## src/rtl/lcb_packet_rx_if.sv

```systemverilog
// Byte-stream and framed-output signals of the LCB packet receiver.
// slave: the framer itself; master: the UART side / consumer that drives and observes it.
interface lcb_packet_rx_if;
    logic [7:0] rxData;
    logic       rxValid;
    logic [4:0] rqNumber;
    logic [7:0] oData;
    logic [4:0] oIdx;
    logic [4:0] oNum;
    logic       oValid;
    logic       oLast;
    logic       oErr;
    logic [1:0] oErrCode;
    logic [7:0] oErrCnt;
    logic       oBusy;

    modport slave (
        input  rxData, rxValid, rqNumber,
        output oData, oIdx, oNum, oValid, oLast, oErr, oErrCode, oErrCnt, oBusy
    );

    modport master (
        output rxData, rxValid, rqNumber,
        input  oData, oIdx, oNum, oValid, oLast, oErr, oErrCode, oErrCnt, oBusy
    );
endinterface

```

## src/rtl/lcb_packet_rx.sv

```systemverilog
// LCB packet framer: SYNC/LEN/payload[/checksum], payload released as an indexed burst only once valid.
// Define LCB_PKT_CHK_EN to expect and verify a trailing checksum byte; undefined drains right after the payload.
module lcb_packet_rx #(
    parameter logic [7:0] SYNC_BYTE   = 8'h7E,
    parameter int         MAX_LEN     = 32,
    parameter int         TIMEOUT_CYC = 8000
) (
    input  logic           clk,
    input  logic           reset,
    lcb_packet_rx_if.slave bus
);
    localparam int            TW        = $clog2(TIMEOUT_CYC);
    localparam logic [7:0]    MAX_LEN_B = 8'(MAX_LEN);
    localparam logic [TW-1:0] IDLE_LAST = TW'(TIMEOUT_CYC - 1);

    localparam logic [1:0] ERR_OVERRUN = 2'd0;
    localparam logic [1:0] ERR_LEN     = 2'd1;
    localparam logic [1:0] ERR_CHK     = 2'd2;
    localparam logic [1:0] ERR_TIMEOUT = 2'd3;

    typedef enum logic [2:0] {
        S_HUNT,
        S_LEN,
        S_PAYLOAD,
`ifdef LCB_PKT_CHK_EN
        S_CHK,
`endif
        S_DRAIN
    } state_t;

    state_t        state_q, state_d;
    logic [5:0]    len_q, len_d;
    logic [5:0]    ptr_q, ptr_d;
    logic [7:0]    sum_q, sum_d;
    logic [4:0]    num_lat_q, num_lat_d;
    logic [TW-1:0] idle_q, idle_d;

    logic          valid_q, valid_d;
    logic [7:0]    data_q, data_d;
    logic [4:0]    idx_q, idx_d;
    logic [4:0]    num_q, num_d;
    logic          last_q, last_d;
    logic          err_q, err_d;
    logic [1:0]    code_q, code_d;
    logic [7:0]    err_cnt_q, err_cnt_d;
    logic          busy_q, busy_d;

    logic [7:0]    buf_q [32];
    logic          wr_en;
    logic          start_drain;
    logic          waiting;
    logic [7:0]    first_byte;

    always_comb begin
        state_d     = state_q;
        len_d       = len_q;
        ptr_d       = ptr_q;
        sum_d       = sum_q;
        num_lat_d   = num_lat_q;
        idle_d      = '0;
        valid_d     = 1'b0;
        data_d      = '0;
        idx_d       = '0;
        num_d       = '0;
        last_d      = 1'b0;
        err_d       = 1'b0;
        code_d      = '0;
        wr_en       = 1'b0;
        start_drain = 1'b0;
        waiting     = (state_q == S_LEN) || (state_q == S_PAYLOAD);
`ifdef LCB_PKT_CHK_EN
        if (state_q == S_CHK) waiting = 1'b1;
`endif
        // Without a checksum stage, a 1-byte payload is still in flight on the cycle it must be emitted.
        first_byte = (state_q == S_PAYLOAD && ptr_q == 6'd0) ? bus.rxData : buf_q[0];

        case (state_q)
            S_HUNT: begin
                if (bus.rxValid && bus.rxData == SYNC_BYTE) begin
                    num_lat_d = bus.rqNumber;
                    sum_d     = '0;
                    state_d   = S_LEN;
                end
            end
            S_LEN: begin
                if (bus.rxValid) begin
                    if (bus.rxData == 8'd0 || bus.rxData > MAX_LEN_B) begin
                        err_d   = 1'b1;
                        code_d  = ERR_LEN;
                        state_d = S_HUNT;
                    end else begin
                        len_d   = bus.rxData[5:0];
                        sum_d   = bus.rxData;
                        ptr_d   = '0;
                        state_d = S_PAYLOAD;
                    end
                end
            end
            S_PAYLOAD: begin
                if (bus.rxValid) begin
                    wr_en = 1'b1;
                    sum_d = sum_q + bus.rxData;
                    ptr_d = ptr_q + 6'd1;
                    if (ptr_q + 6'd1 == len_q) begin
`ifdef LCB_PKT_CHK_EN
                        state_d = S_CHK;
`else
                        start_drain = 1'b1;
`endif
                    end
                end
            end
`ifdef LCB_PKT_CHK_EN
            S_CHK: begin
                if (bus.rxValid) begin
                    if (bus.rxData == sum_q) begin
                        start_drain = 1'b1;
                    end else begin
                        err_d   = 1'b1;
                        code_d  = ERR_CHK;
                        state_d = S_HUNT;
                    end
                end
            end
`endif
            S_DRAIN: begin
                // One extra DRAIN cycle after the last beat keeps oBusy high until the burst is fully seen.
                if (ptr_q == len_q) begin
                    state_d = S_HUNT;
                end else begin
                    valid_d = 1'b1;
                    data_d  = buf_q[ptr_q[4:0]];
                    idx_d   = ptr_q[4:0];
                    num_d   = num_lat_q;
                    last_d  = (ptr_q + 6'd1 == len_q);
                    ptr_d   = ptr_q + 6'd1;
                end
                if (bus.rxValid) begin
                    err_d  = 1'b1;
                    code_d = ERR_OVERRUN;
                end
            end
            default: state_d = S_HUNT;
        endcase

        // Beat 0 is issued on the accepting edge so the burst starts one cycle after the final byte.
        if (start_drain) begin
            state_d = S_DRAIN;
            ptr_d   = 6'd1;
            valid_d = 1'b1;
            data_d  = first_byte;
            idx_d   = '0;
            num_d   = num_lat_q;
            last_d  = (len_q == 6'd1);
        end

        if (waiting && !bus.rxValid) begin
            if (idle_q == IDLE_LAST) begin
                err_d   = 1'b1;
                code_d  = ERR_TIMEOUT;
                state_d = S_HUNT;
            end else begin
                idle_d = idle_q + TW'(1);
            end
        end

        err_cnt_d = (err_d && err_cnt_q != 8'hFF) ? err_cnt_q + 8'd1 : err_cnt_q;
        busy_d    = (state_d != S_HUNT);
    end

    always_ff @(posedge clk) begin
        if (reset) begin
            state_q   <= S_HUNT;
            len_q     <= '0;
            ptr_q     <= '0;
            sum_q     <= '0;
            num_lat_q <= '0;
            idle_q    <= '0;
            valid_q   <= 1'b0;
            data_q    <= '0;
            idx_q     <= '0;
            num_q     <= '0;
            last_q    <= 1'b0;
            err_q     <= 1'b0;
            code_q    <= '0;
            err_cnt_q <= '0;
            busy_q    <= 1'b0;
        end else begin
            state_q   <= state_d;
            len_q     <= len_d;
            ptr_q     <= ptr_d;
            sum_q     <= sum_d;
            num_lat_q <= num_lat_d;
            idle_q    <= idle_d;
            valid_q   <= valid_d;
            data_q    <= data_d;
            idx_q     <= idx_d;
            num_q     <= num_d;
            last_q    <= last_d;
            err_q     <= err_d;
            code_q    <= code_d;
            err_cnt_q <= err_cnt_d;
            busy_q    <= busy_d;
        end
    end

    always_ff @(posedge clk) begin
        if (wr_en) buf_q[ptr_q[4:0]] <= bus.rxData;
    end

    assign bus.oData    = data_q;
    assign bus.oIdx     = idx_q;
    assign bus.oNum     = num_q;
    assign bus.oValid   = valid_q;
    assign bus.oLast    = last_q;
    assign bus.oErr     = err_q;
    assign bus.oErrCode = code_q;
    assign bus.oErrCnt  = err_cnt_q;
    assign bus.oBusy    = busy_q;
endmodule

```

## src/flat_wrapper.sv

```systemverilog
// flat-port wrapper written by rule: the top's interface ports become plain ports
module lcb_packet_rx_flat 
#(
    parameter logic [7:0] SYNC_BYTE   = 8'h7E,
    parameter int         MAX_LEN     = 32,
    parameter int         TIMEOUT_CYC = 8000
)
  (clk, reset, bus_rxData, bus_rxValid, bus_rqNumber, bus_oData, bus_oIdx, bus_oNum, bus_oValid, bus_oLast, bus_oErr, bus_oErrCode, bus_oErrCnt, bus_oBusy);
  lcb_packet_rx_if bus_i ();
  input  logic clk;
  input  logic reset;
  input wire logic [$bits(bus_i.rxData)-1:0] bus_rxData;
  input wire logic [$bits(bus_i.rxValid)-1:0] bus_rxValid;
  input wire logic [$bits(bus_i.rqNumber)-1:0] bus_rqNumber;
  output wire logic [$bits(bus_i.oData)-1:0] bus_oData;
  output wire logic [$bits(bus_i.oIdx)-1:0] bus_oIdx;
  output wire logic [$bits(bus_i.oNum)-1:0] bus_oNum;
  output wire logic [$bits(bus_i.oValid)-1:0] bus_oValid;
  output wire logic [$bits(bus_i.oLast)-1:0] bus_oLast;
  output wire logic [$bits(bus_i.oErr)-1:0] bus_oErr;
  output wire logic [$bits(bus_i.oErrCode)-1:0] bus_oErrCode;
  output wire logic [$bits(bus_i.oErrCnt)-1:0] bus_oErrCnt;
  output wire logic [$bits(bus_i.oBusy)-1:0] bus_oBusy;
  assign bus_i.rxData = bus_rxData;
  assign bus_i.rxValid = bus_rxValid;
  assign bus_i.rqNumber = bus_rqNumber;
  assign bus_oData = bus_i.oData;
  assign bus_oIdx = bus_i.oIdx;
  assign bus_oNum = bus_i.oNum;
  assign bus_oValid = bus_i.oValid;
  assign bus_oLast = bus_i.oLast;
  assign bus_oErr = bus_i.oErr;
  assign bus_oErrCode = bus_i.oErrCode;
  assign bus_oErrCnt = bus_i.oErrCnt;
  assign bus_oBusy = bus_i.oBusy;
  lcb_packet_rx #(.SYNC_BYTE(SYNC_BYTE), .MAX_LEN(MAX_LEN), .TIMEOUT_CYC(TIMEOUT_CYC)) u_core (.clk(clk), .reset(reset), .bus(bus_i));
endmodule
```

## config.mk

```make
export PLATFORM = sky130hd
export DESIGN_NAME = lcb_packet_rx_flat
export DESIGN_NICKNAME = d
export VERILOG_FILES = /design/src/rtl/lcb_packet_rx_if.sv /design/src/rtl/lcb_packet_rx.sv /design/src/flat_wrapper.sv
export SDC_FILE = /design/constraint.sdc
export NUM_CORES = 1
export LEC_CHECK = 0
export CORE_ASPECT_RATIO = 0.8
export CORE_UTILIZATION = 61
export DETAILED_ROUTE_END_ITERATION = 16
export PLACE_DENSITY = 0.88
export SYNTH_ARGS = -nofsm -noshare
export SYNTH_HDL_FRONTEND = slang
export SYNTH_SLANG_ARGS = --single-unit
```

## constraint.sdc

```tcl
create_clock -name clk -period 2.9 [get_ports clk]
set_clock_uncertainty 0.05 [all_clocks]
set_input_delay 0.58 -clock clk [delete_from_list [all_inputs] [get_ports clk]]
set_output_delay 0.58 -clock clk [all_outputs]
set_load 0.005 [all_outputs]
```

==> impl_results.md <==
* Top-area cell type share of the netlist area at 0.5945
* Die area at between 0.02 and 0.025 mm²
* Dpl cell area at 0.01413 mm²
* Grt met3 use at 0.06386
* Crit path max fanout at 9
* Fmax at a little under 400 MHz
* Worst Hold End: u_core.bus.oNum[0]$_SDFF_PP0_
* Initial DRC Count at 1121
* MaxCap Viol Count at 0
* Ys Warns at 0
* Clock-pin slew on the worst setup and hold paths at 0.06 ns
* Critical path, cell by cell: clkdlybuf4s50_1, nor4_1, nand4_1, nand3_1, o21ai_2, or3_1, a21oi_1
* Largest net degree at the start of global routing at 60
* Synthesized instance count at 879
* Post-synthesis async set-or-reset flop share at 0
* Busiest layer in global routing: met2
* Clock sink count at roughly 320
* Slew headroom at 0.5653
* Sequential share of power at 0.570
* Design area at 0.01502 mm²
* Via count at 8132
* Die width at 164.8 µm
* I/O pin count at between 40 and 50
* # H-tree levels at 1
* ANT nets after route at 0
* Worst reg-to-reg setup slack at 0.32 ns
* Top post-synthesis cells by area: edfxtp_1, mux2i_1, dfxtp_1
* Sw Share at 0.1953
* Die height at ~130 µm
* Fin. max-slew vios at 0
* Final period utilization at 0.8974
* Met2 usage at 0.4430
* Reg2reg start: u_core.ptr_q[3]$_SDFFE_PP0P_
* Post-synth EDFFs at 256
* Crit Reg-Reg Endpoint: u_core.bus.oData[4]$_SDFF_PP0_
* Starting Density at 0.6229
* Setup crit start kind: input pin
* Mean Syn Cell Area at 14.71 µm²
* Layout cell share with drive strength beyond 1 at 0.1344
* Vias in the first global route at 7930
* Post-DP HPWL at 21130 µm
* Worst endpoint required time at 3.34 ns
* Total wire length at 31780 µm
* Pint at between 7000 and 8000 µW
* Via/cell ratio at 6.348
* Worst r2r path cells at 7
* Cells after DPL at 1227
* Clock power share at 0.415
* CP endpoint kind: flop
* Initial antenna violation count at 0
* Drt drc at 0
* Slew @ Worst Pin at ~0.65 ns
* Worst VDD drop at 0.0004891 V
* Hold_buf cts at 0
* Clock period minus worst slack at around 2.6 ns
* CTS tree: built
* Syn Nets at between 900 and 1000
* Total CTS buffers at 29
* Register area share after synthesis at 0.6952
* Count of nets after finishing at 1011
* Setup-failing EPs final at 0
* # rows at 47
* Hold Startpoint: u_core.num_lat_q[0]$_SDFFE_PP0P_
* Status: complete, no violations
* Post_cts resized at 0
* Non-filler instance count after layout at 1281
* Hold Path Cell Cnt at 1
* Routed length per placed instance at 24.81 µm
* Leakage Power at ~0.0048 µW
* Main synth FF type: edfxtp_1
* Root buf cell: clkbuf_16
* Logic pwr share at 0.016
* Fin. Hold Viols at 0
* Global-route wire length before repair at ~47000 µm
* CTS max path bufs at 3
* Switch Pwr at about 1700 µW
* Largest area contributor in the netlist: edfxtp_1
* Pre-CTS setup slack at -0.1679 ns
* # fillers at approximately 1300
* Drt first pass iters at 5
* WP data arrival at 3.04 ns
* Critical path's slowest cell: clkdlybuf4s50_1
* Skew-Pair Late Insertion Delay at 0.55 ns
* Port-buffer cells at between 40 and 50
* Setup ws final at ~0.30 ns
* Seq cells post-synth at between 300 and 400
* Gp weighted congestion at between 0.9 and 1
* Pwr per Cell Area at 579.9 mW/mm²
* Synth unique cells at between 50 and 60
* Area delta synth->final at 16.13%
* Critical path type: in2reg
* Met1 Use GR at 0.4364
* Peak per-stage delay on the critical path at 0.60 ns
* Synthesized area at 0.01293 mm²
* Setup bufs post-CTS at 0
* Min-Delay Path Class: reg2reg
* Antenna Cells at 0
* Core outline area at 0.02076 mm²
* All-Layer GR Usage at 0.2969
* Finished Core Util at 0.7233
* Unrepaired setup endpoints after global routing: no
* Total grt overflow at 0
logic make-up after synthesis:
family	Yosys count	synth area share
compound gates	105	0.05487
buf+inv	54	0.02051
other cells	1	0.0002900
xor+xnor	25	0.01693
simple gates	220	0.09261
fa+ha+maj	6	0.005806
mux	147	0.1138
flops	321	0.6952
layout make-up:
class                   instances  area (µm²)  area share
clock buffers                  43       808.3     0.05383
well taps                     269       336.6     0.02241
flip-flops and latches        321        8992      0.5989
inverters                       8       30.03    0.002000
multi-input cells             504        3676      0.2448
clock inverters                11       78.83    0.005250
repair buffers                125        1094     0.07283
synth_stat cells (11+ instances only):
cell type,number
nand3_1,15
buf_2,16
xor2_1,14
o22ai_1,64
nor2_1,84
clkbuf_1,22
xnor2_1,11
edfxtp_1,256
nor4_1,19
nand2_1,23
mux2i_1,147
dfxtp_1,65
per-layer routing:
layer	share of wire	up-vias
li1	-	3599
met1	0.41	3969
met2	0.44	481
met3	0.11	83
met4	0.037	0
met5	0	-
registers in the layout (all words and copies together) (netlist names):
| register | cells |
|---|---|
| u_core.buf_q | 256 |
| u_core.bus.oBusy | 1 |
| u_core.bus.oData | 8 |
| u_core.bus.oErr | 1 |
| u_core.bus.oErrCnt | 8 |
| u_core.bus.oErrCode | 2 |
| u_core.bus.oIdx | 5 |
| u_core.bus.oLast | 1 |
| u_core.bus.oNum | 5 |
| u_core.bus.oValid | 1 |
| u_core.idle_q | 13 |
| u_core.len_q | 6 |
| u_core.num_lat_q | 5 |
| u_core.ptr_q | 6 |
| u_core.state_q | 3 |
power groups by stage:
stage | clock, µW | sequential (µW) | combinational (µW)
2_1_floorplan | 0 | 5060 | 15.2
3_3_place_gp | 0 | 5060 | 129
3_5_place_dp | 0 | 5060 | 134
4_1_cts | 3630 | 4960 | 134
5_1_grt | 3800 | 4960 | 142
6_report | 3610 | 4960 | 137
how the worst max path moves through the flow:
stage          depth (start not counted)          start                            endpoint
6_report                               7  bus_rxData[3]        u_core.ptr_q[2]$_SDFFE_PP0P_
5_1_grt                                7  bus_rxData[0]        u_core.ptr_q[2]$_SDFFE_PP0P_
4_1_cts                                7  bus_rxData[0]        u_core.ptr_q[2]$_SDFFE_PP0P_
3_5_place_dp                           7  bus_rxData[0]        u_core.ptr_q[2]$_SDFFE_PP0P_
3_3_place_gp                           7  bus_rxData[0]        u_core.ptr_q[2]$_SDFFE_PP0P_
2_1_floorplan                          7  bus_rxData[0]  u_core.bus.oErrCnt[6]$_SDFFE_PP0P_
worst max-delay path: cells and delay by family:
kind | cells | cell delay [ns]
buffers and inverters | 1 | 0.60
AND/OR/NAND/NOR | 4 | 1.56
AO/OA/AOI/OAI | 2 | 0.29
cells in the final DEF (no fill, tap or decap), drive strengths merged, types with 7 or more instances in the layout:
cell type / netlist / final
mux2i: 147 / 147
buf: 23 / 78
or3: 8 / 8
o22ai: 64 / 64
a21oi: 9 / 9
clkinv: 0 / 7
xnor2: 11 / 11
inv: 8 / 9
nor2: 85 / 85
edfxtp: 256 / 256
clkbuf: 23 / 43
nand2: 24 / 24
nand3: 15 / 15
a211oi: 8 / 8
nor3: 7 / 7
dfxtp: 65 / 65
and2: 10 / 10
nand4: 10 / 10
o21ai: 10 / 10
xor2: 14 / 14
clkdlybuf4s50: 0 / 47
nor4: 19 / 19
per-stage QoR:
stage / hold WS, ns / TNS, ns / power [µW]
2_1_floorplan: 0.3763 / 0 / 5078
3_3_place_gp: 0.3835 / -0.3128 / 5190
3_5_place_dp: 0.4025 / -0.7907 / 5194
4_1_cts: 0.4175 / 0 / 8723
5_1_grt: 0.4503 / 0 / 8903
6_report: 0.4098 / 0 / 8708
Power figures use the tool's default switching activity.
==> variant, RTL diff (same flow settings) <==
Encoding of `state_t`: now Gray code (2 bits for 4 states).
--- a/src/rtl/lcb_packet_rx.sv
+++ b/src/rtl/lcb_packet_rx.sv
@@ -18,14 +18,14 @@
     localparam logic [1:0] ERR_CHK     = 2'd2;
     localparam logic [1:0] ERR_TIMEOUT = 2'd3;
 
-    typedef enum logic [2:0] {
-        S_HUNT,
-        S_LEN,
-        S_PAYLOAD,
+    typedef enum logic [1:0] {
+        S_HUNT    = 2'b00,
+        S_LEN     = 2'b01,
+        S_PAYLOAD = 2'b11,
 `ifdef LCB_PKT_CHK_EN
         S_CHK,
 `endif
-        S_DRAIN
+        S_DRAIN   = 2'b10
     } state_t;
 
     state_t        state_q, state_d;
Formal check against the unedited RTL: same outputs for any inputs over 4 cycles, from zero or initial values and one cycle with reset high; so few cycles prove little.
==> variant against the unedited design <==
  * Non-clock buffer count is 5 higher
  * Die area shrank 0.55%
  * Worst setup slack got worse by 0.022 ns
  * Register-to-register slack got worse by 0.04 ns
  * Power is 0.38% higher
  * Via count fell by 5.0%
  * Design area grew 0.35%
  * Sequential cell count decreased by 1
  * Sequential share of layout area down 0.33 points
  * Wire length shrank 8.3%
  * Area after synthesis fell by 0.56%
  * Largest power group unchanged
==> variant: results (changes against the unedited design) <==
metric;value;unit;change
status;complete, no violations;;
synthArstFlopShare;0;%;unchanged
grt_pass1_vias;7533;;-5.0%
final_net_count;928;;-8.2%
placed_cell_area;14160;µm²;+0.19%
totalWireLength;29.15;mm;-8.3%
cts_buffer_depth;3;;unchanged
yosysSeqAreaShare;69.75;%;+0.24 points
diodes;0;;unchanged
grt_max_degree;40;;-33%
p_leak;4.828;nW;+0.96%
viasPerCell;6.477;;+2.0%
relSlewSlack;48.76;%;-7.8 points
syn_nets;804;;-11%
portBuffers;47;;unchanged
slowest_stage;dfxtp_1;;
drt_first_iter_violations;877;;-22%
grt_pass1_wl;44.21;mm;-6.9%
gp_congestion;0.8709;;-6.9%
ys_top_cells_by_area;edfxtp_1 60%, mux4_2 11%, dfxtp_1 10%;;
synth_flop_cell;edfxtp_1;;
yosys_warnings;0;;unchanged
grt.total_usage;27.77;%;-1.9 points
worstPathMaxFanout;12;;+3
peakVddDrop;0.0006181;V;+26%
critical_path.top_delay_family;compound AO/OA/AOI/OAI gates;;
slowest_delay;0.60;ns;about the same
clk_pin_slew;0.07;ns;
drc;0;;unchanged
synthTopCellsByCount;256 x edfxtp_1, 93 x nor2_1, 64 x dfxtp_1, 64 x mux4_2, 33 x a22oi_1;;
cts_setup_buffers;0;;unchanged
clk_latency;0.54;ns;
root_buffer;clkbuf_16;;
drive_above_1_share;22.94;%;+9.5 points
ys_types;62;;+5.1%
post-place-ws;-0.1909;ns;-0.02298 ns
dp_hpwl;18.88;mm;-11%
hp-class;flip-flop to flip-flop;;
synth-edff-count;256;;unchanged
cts_buffers;28;;-3.4%
r2r_cells;6;;-1
cp.arrival;3.02;ns;-0.02 ns
cts_resized;0;;unchanged
largest_register_ffs;256;;unchanged
==> variant: report_power, final <==
part	total, mW	switching, mW	internal (mW)
registers	4.94	0.000128	4.94
logic	0.133	0.0947	0.0384
clock network	3.66	1.59	2.07
==> variant: final cells by class <==
| type | count | area (µm²) |
|---|---|---|
| sequential | 320 | 8974 |
| inverter | 12 | 45.04 |
| timing repair buffer | 130 | 1131 |
| clock inverter | 13 | 86.33 |
| multi-input combinational | 410 | 3670 |
| fill | 1194 | 5632 |
| clock buffer | 39 | 825.8 |
| tap | 269 | 336.6 |
==> variant: kinds of logic after synthesis <==
logic type                 Yosys count  share of synthesized area (%)
and+or+nand+nor                    207                          8.272
DFF                                320                          69.75
muxes                               83                          12.69
adders and majority gates           10                         0.9731
AOI/OAI and AO/OA                   92                          5.382
buffers and inverters               48                          1.703
xor gates and xnor gates            18                          1.226
==> variant: routing by layer <==
metal / up-vias / routed length [µm] / global-route usage, %
li1: 3326 / - / -
met1: 3835 / 11240 / 38.33
met2: 488 / 13920 / 44.37
met3: 78 / 3047 / 5.882
met4: 0 / 950 / 9.156
met5: - / 0 / 0
==> variant: stage by stage <==
step / cells / hold slack, ns
6_report: 1193 / 0.4030
5_1_grt: 1193 / 0.4077
4_1_cts: 1193 / 0.3985
3_5_place_dp: 1141 / 0.3838
3_3_place_gp: 1141 / 0.3761
2_1_floorplan: 778 / 0.3632
==> variant: path summary, 6_finish.rpt <==
kind / startpoint / to / slack [ns]
worst max-delay path: u_core.ptr_q[4] / u_core.bus.oData[0] / 0.28
worst min-delay path: u_core.idle_q[0] / u_core.idle_q[0] / 0.40
worst max register to register: u_core.ptr_q[4] / u_core.bus.oData[0] / 0.28
worst min register to register: u_core.idle_q[0] / u_core.idle_q[0] / 0.40
